===== src/rtl/fpu_pkg.sv =====
// rtl/fpu_pkg.sv - shared FPU constants and the square-root result entry type
package fpu_pkg;

    localparam int FP_W      = 32;
    localparam int FSQRT_LAT = 2;
    // Widest destination tag a result entry can carry; narrower tags are zero-extended.
    localparam int TAG_MAX_W = 8;

    typedef struct packed {
        logic [FP_W-1:0]      y;
        logic                 exc;
        logic [TAG_MAX_W-1:0] tag;
    } fpu_res_t;

endpackage


===== src/rtl/fpu_result_fifo.sv =====
// rtl/fpu_result_fifo.sv - power-of-two result queue with push/pop and occupancy count
module fpu_result_fifo #(
    parameter  int DEPTH = 4,
    parameter  int WIDTH = 8,
    localparam int CNT_W = $clog2(DEPTH + 1)
) (
    input  logic             clk,
    input  logic             rst,
    input  logic             push,
    input  logic [WIDTH-1:0] wdata,
    input  logic             pop,
    output logic [WIDTH-1:0] rdata,
    output logic             full,
    output logic             empty,
    output logic [CNT_W-1:0] count
);

    localparam int AW = (DEPTH > 1) ? $clog2(DEPTH) : 1;

    logic [WIDTH-1:0] mem_q [DEPTH];
    logic [AW-1:0]    wr_ptr_q, wr_ptr_d;
    logic [AW-1:0]    rd_ptr_q, rd_ptr_d;
    logic [CNT_W-1:0] count_q, count_d;
    logic             do_push, do_pop;

    assign full    = (count_q == CNT_W'(DEPTH));
    assign empty   = (count_q == '0);
    assign count   = count_q;
    assign rdata   = mem_q[rd_ptr_q];
    assign do_push = push && !full;
    assign do_pop  = pop && !empty;

    // Pointers wrap naturally because DEPTH is a power of two.
    always_comb begin
        wr_ptr_d = wr_ptr_q;
        rd_ptr_d = rd_ptr_q;
        count_d  = count_q;
        if (do_push) wr_ptr_d = wr_ptr_q + AW'(1);
        if (do_pop)  rd_ptr_d = rd_ptr_q + AW'(1);
        case ({do_push, do_pop})
            2'b10:   count_d = count_q + CNT_W'(1);
            2'b01:   count_d = count_q - CNT_W'(1);
            default: count_d = count_q;
        endcase
    end

    always_ff @(posedge clk or posedge rst) begin
        if (rst) begin
            wr_ptr_q <= '0;
            rd_ptr_q <= '0;
            count_q  <= '0;
        end else begin
            wr_ptr_q <= wr_ptr_d;
            rd_ptr_q <= rd_ptr_d;
            count_q  <= count_d;
        end
    end

    always_ff @(posedge clk) begin
        if (do_push) mem_q[wr_ptr_q] <= wdata;
    end

endmodule


===== src/rtl/fpu_sqrt_dispatch.sv =====
// rtl/fpu_sqrt_dispatch.sv - credit-based dispatcher for an external fixed-latency fsqrt unit
module fpu_sqrt_dispatch
    import fpu_pkg::*;
#(
    parameter int DEPTH = 4,
    parameter int TAG_W = 5,
    parameter int LAT   = FSQRT_LAT
) (
    input  logic             clk,
    input  logic             rst,
    input  logic             req_valid,
    output logic             req_ready,
    input  logic [FP_W-1:0]  req_x,
    input  logic [TAG_W-1:0] req_tag,
    output logic [FP_W-1:0]  sq_x,
    output logic             sq_enable,
    input  logic [FP_W-1:0]  sq_y,
    input  logic             sq_enable_out,
    input  logic             sq_exception,
    output logic             res_valid,
    input  logic             res_ready,
    output logic [FP_W-1:0]  res_y,
    output logic [TAG_W-1:0] res_tag,
    output logic             res_exc,
    output logic             exc_sticky,
    input  logic             exc_clear,
    output logic             proto_err
);

    localparam int CNT_W = $clog2(DEPTH + 1);
    localparam int SUM_W = $clog2(DEPTH + LAT + 1);
    localparam int BLK_W = $clog2(LAT + 1);

    logic [LAT-1:0]   valid_q, valid_d;
    logic [TAG_W-1:0] tag_q [LAT];
    logic [TAG_W-1:0] tag_d [LAT];
    logic             exc_sticky_q, exc_sticky_d;
    logic             proto_err_q, proto_err_d;
    logic [BLK_W-1:0] blank_q, blank_d;

    logic             accept, pipe_v, pop;
    logic [TAG_W-1:0] pipe_tag;
    logic [SUM_W-1:0] inflight, used;
    logic [CNT_W-1:0] fifo_count;
    logic             fifo_full, fifo_empty;
    fpu_res_t         push_entry, head;
    logic             unused_head_tag;

    assign pipe_v   = valid_q[LAT-1];
    assign pipe_tag = tag_q[LAT-1];

    // Credits cover both queued results and operations still inside fsqrt,
    // so a push can never find the queue full. A same-cycle pop is not credited.
    always_comb begin
        inflight = '0;
        for (int i = 0; i < LAT; i++) inflight = inflight + SUM_W'(valid_q[i]);
        used = SUM_W'(fifo_count) + inflight;
    end

    assign req_ready = !rst && !fifo_full && (used < SUM_W'(DEPTH));
    assign accept    = req_valid && req_ready;
    assign sq_enable = accept;
    assign sq_x      = rst ? '0 : req_x;

    always_comb begin
        valid_d[0] = accept;
        tag_d[0]   = req_tag;
        for (int i = 1; i < LAT; i++) begin
            valid_d[i] = valid_q[i-1];
            tag_d[i]   = tag_q[i-1];
        end
    end

    // fsqrt is not reset, so its enable_out is untrustworthy for LAT edges after reset.
    always_comb begin
        exc_sticky_d = exc_sticky_q;
        proto_err_d  = proto_err_q;
        blank_d      = blank_q;
        if (exc_clear)                exc_sticky_d = 1'b0;
        if (pipe_v && sq_exception)   exc_sticky_d = 1'b1;
        if (blank_q != '0)            blank_d = blank_q - BLK_W'(1);
        else if (sq_enable_out != pipe_v) proto_err_d = 1'b1;
    end

    always_ff @(posedge clk or posedge rst) begin
        if (rst) begin
            valid_q      <= '0;
            exc_sticky_q <= 1'b0;
            proto_err_q  <= 1'b0;
            blank_q      <= BLK_W'(LAT);
        end else begin
            valid_q      <= valid_d;
            exc_sticky_q <= exc_sticky_d;
            proto_err_q  <= proto_err_d;
            blank_q      <= blank_d;
        end
    end

    always_ff @(posedge clk) begin
        tag_q <= tag_d;
    end

    assign push_entry = '{y: sq_y, exc: sq_exception, tag: TAG_MAX_W'(pipe_tag)};
    assign pop        = res_valid && res_ready;

    fpu_result_fifo #(
        .DEPTH (DEPTH),
        .WIDTH ($bits(fpu_res_t))
    ) u_fifo (
        .clk   (clk),
        .rst   (rst),
        .push  (pipe_v),
        .wdata (push_entry),
        .pop   (pop),
        .rdata (head),
        .full  (fifo_full),
        .empty (fifo_empty),
        .count (fifo_count)
    );

    assign unused_head_tag = ^head.tag;

    assign res_valid  = !fifo_empty;
    assign res_y      = res_valid ? head.y : '0;
    assign res_tag    = res_valid ? head.tag[TAG_W-1:0] : '0;
    assign res_exc    = res_valid && head.exc;
    assign exc_sticky = exc_sticky_q;
    assign proto_err  = proto_err_q;

endmodule


===== config.mk =====
export PLATFORM = sky130hd
export DESIGN_NAME = fpu_sqrt_dispatch
export DESIGN_NICKNAME = d
export VERILOG_FILES = /design/src/rtl/fpu_pkg.sv /design/src/rtl/fpu_result_fifo.sv /design/src/rtl/fpu_sqrt_dispatch.sv
export SDC_FILE = /design/constraint.sdc
export NUM_CORES = 1
export LEC_CHECK = 0
export BUFFER_PORTS_ARGS = -buffer_cell sky130_fd_sc_hd__buf_2
export CAP_MARGIN = 20
export CORE_UTILIZATION = 45
export DETAILED_ROUTE_END_ITERATION = 10
export GPL_ROUTABILITY_DRIVEN = 0
export PLACE_DENSITY = 0.68
export SYNTH_ARGS = -nofsm -noshare
export SYNTH_HDL_FRONTEND = slang
export SYNTH_HIERARCHICAL = 1
export SYNTH_SLANG_ARGS = --single-unit

===== constraint.sdc =====
create_clock -name clk -period 5.95 [get_ports clk]
set_clock_uncertainty 0.2 [all_clocks]
set_input_delay 0.595 -clock clk [delete_from_list [all_inputs] [get_ports clk]]
set_output_delay 0.595 -clock clk [all_outputs]
set_load 0.005 [all_outputs]

==> flow_metrics.env <==
export IMPL_dieArea_sq_um=15940
export IMPL_synthToLayoutAreaGrowth_pct=22.05
export IMPL_drive_above_1_share_pct=44.62
export IMPL_netlist_area_sq_um=6947
export IMPL_final_max_slew_viol_count=0
export IMPL_dr_pass1_iters=4
export IMPL_antenna_found_initial=0
export IMPL_cp_data_required_time_ns=5.16
export IMPL_fin_nets=591
export IMPL_outcome="completed"
export IMPL_fin_crit_ns=3.387
export IMPL_htreeDepth=4
export IMPL_dp_final_hpwl_mm=7.436
export IMPL_ios=151
export IMPL_detail_route_iter0_violations=168
export IMPL_wl_per_cell_um=17.46
export IMPL_grt_pass1_wl_mm=19.45
export IMPL_synth_fp_nets=436
export IMPL_fp_coreArea_sq_um=15150
export IMPL_setup_worst_path_start_class="flop"
export IMPL_slew_limit_headroom_pct=27.20
export IMPL_leakage_nw=3.236
export IMPL_clock_root_buffer="clkbuf_16"
export IMPL_power_density_nw_per_um2=434.2
export IMPL_clock_latency_ns=0.41
export IMPL_worst_pin_slew_ns=1.092
export IMPL_grt_pass1_vias=3694
export IMPL_cts_tree="done"
export IMPL_cts_resized=0
export IMPL_layout_common_cells="edfxtp_1, buf_2, nor2b_1, mux4_2, clkbuf_16"
export IMPL_port_buffer_count=150
export IMPL_cts_sinks=175
export IMPL_synthCells=352
export IMPL_hold_buffers=0
export IMPL_final_util_pct=55.98
export IMPL_vias_per_cell=4.996
export IMPL_hold_violations=0
export IMPL_grt_max_degree=40
export IMPL_max_cap_violations=0
export IMPL_finalSetupViolCount=0
export IMPL_dieHeight_um=126.2
export IMPL_start_util_pct=45.87
export IMPL_criticalPathCategory="reg -> out"
export IMPL_vdd_drop_max_uv=283.8
export IMPL_post_cts_buffers=0
export IMPL_hold_class="in -> reg"
export IMPL_grt_overflow_total=0
export IMPL_rows=45
export IMPL_route_vias_total=3537
export IMPL_drc=0
export IMPL_cts_buffers=17
export IMPL_crit_arrival_ns=2.59
export IMPL_endpoint_kind="output pin"
export IMPL_rsz0062_at_grt="false"
export IMPL_fp_dieW_um=126.2
export IMPL_r2r_worst_path_cells=3
export IMPL_cts_buffer_depth=2
export IMPL_ant_nets=0
export IMPL_final_common_cell="edfxtp_1"
export IMPL_fmax_mhz=295.2
export IMPL_grt_usage_pct=16.47
export IMPL_n_antenna_cell=0
export IMPL_period_share_pct=56.93
export IMPL_wl_mm=12.36
export IMPL_path_clk_slew_ns=0.07
export IMPL_hold_depth=1
export IMPL_crit_fanout=22
export IMPL_tns_ns=0
export IMPL_syn_mean_instance_area_sq_um=19.73
export IMPL_synth_warnings=6
==> critical path: stages (launching register included) <==
cell and delay (ns):
dfrtp_2 0.78, buf_4 0.51, mux4_1 0.59, nor2b_1 0.14
buf_2 0.14
==> routing by layer <==
metal | wire [um] | vias to the layer above | GRT usage, %
met2 | 6461 | 65 | 27.56
met3 | 467 | 8 | 4.885
met5 | 0 | - | 0
li1 | - | 1650 | -
met1 | 5324 | 1814 | 20.52
met4 | 110 | 0 | 5.599
==> metrics by stage <==
| step | power [mW] | cell area, sq um | worst slack [ns] | hold WS, ns | std cells |
|---|---|---|---|---|---|
| 3_5_place_dp | 2.559 | 7818 | 2.925 | 0.1132 | 675 |
| 6_report | 3.682 | 8478 | 2.563 | 0.07196 | 708 |
| 3_3_place_gp | 2.538 | 7818 | 2.911 | 0.1127 | 675 |
| 5_1_grt | 3.879 | 8478 | 2.331 | 0.05153 | 708 |
| 2_1_floorplan | 2.259 | 6947 | 3.572 | 0.1096 | 352 |
| 4_1_cts | 3.738 | 8451 | 2.450 | 0.05271 | 707 |
==> power breakdown <==
group          switching, mW  internal (mW)
sequential             0.142           1.45
combinational          0.387          0.532
clock                  0.460          0.709
total                  0.990           2.69
==> area by class of cell <==
type | instances | area (sq um)
Fill cell | 1215 | 6668
Clock inverter | 15 | 207.7
Sequential cell | 175 | 5094
Tap cell | 188 | 235.2
Timing Repair Buffer | 153 | 793.3
Multi-Input combinational cell | 147 | 1674
Clock buffer | 17 | 425.4
Inverter | 13 | 48.80
==> state kept, by name, summed over array words and instances, names as in the netlist <==
| register | cells |
|---|---|
| u_fifo/mem_q | 152 |
| pipe_tag | 5 |
| tag_d | 5 |
| u_fifo/count | 3 |
| blank_q | 2 |
| u_fifo/rd_ptr_q | 2 |
| u_fifo/wr_ptr_q | 2 |
| valid_q | 2 |
| exc_sticky | 1 |
| proto_err | 1 |
==> path summary, 6_finish.rpt <==
kind                               startpoint             endpoint  slack, ns
setup / recovery           u_fifo/rd_ptr_q[0]            res_y[31]       2.56
hold / removal                     req_tag[0]             tag_d[0]       0.07
setup reg to reg              u_fifo/count[2]  u_fifo/mem_q[3][18]       3.47
hold reg to reg                      tag_d[0]          pipe_tag[0]       0.13
max in group asynchronous                 rst           blank_q[1]       5.12
min in group asynchronous                 rst      u_fifo/count[1]       0.14
No activity file was read; power rests on OpenSTA's default activity.
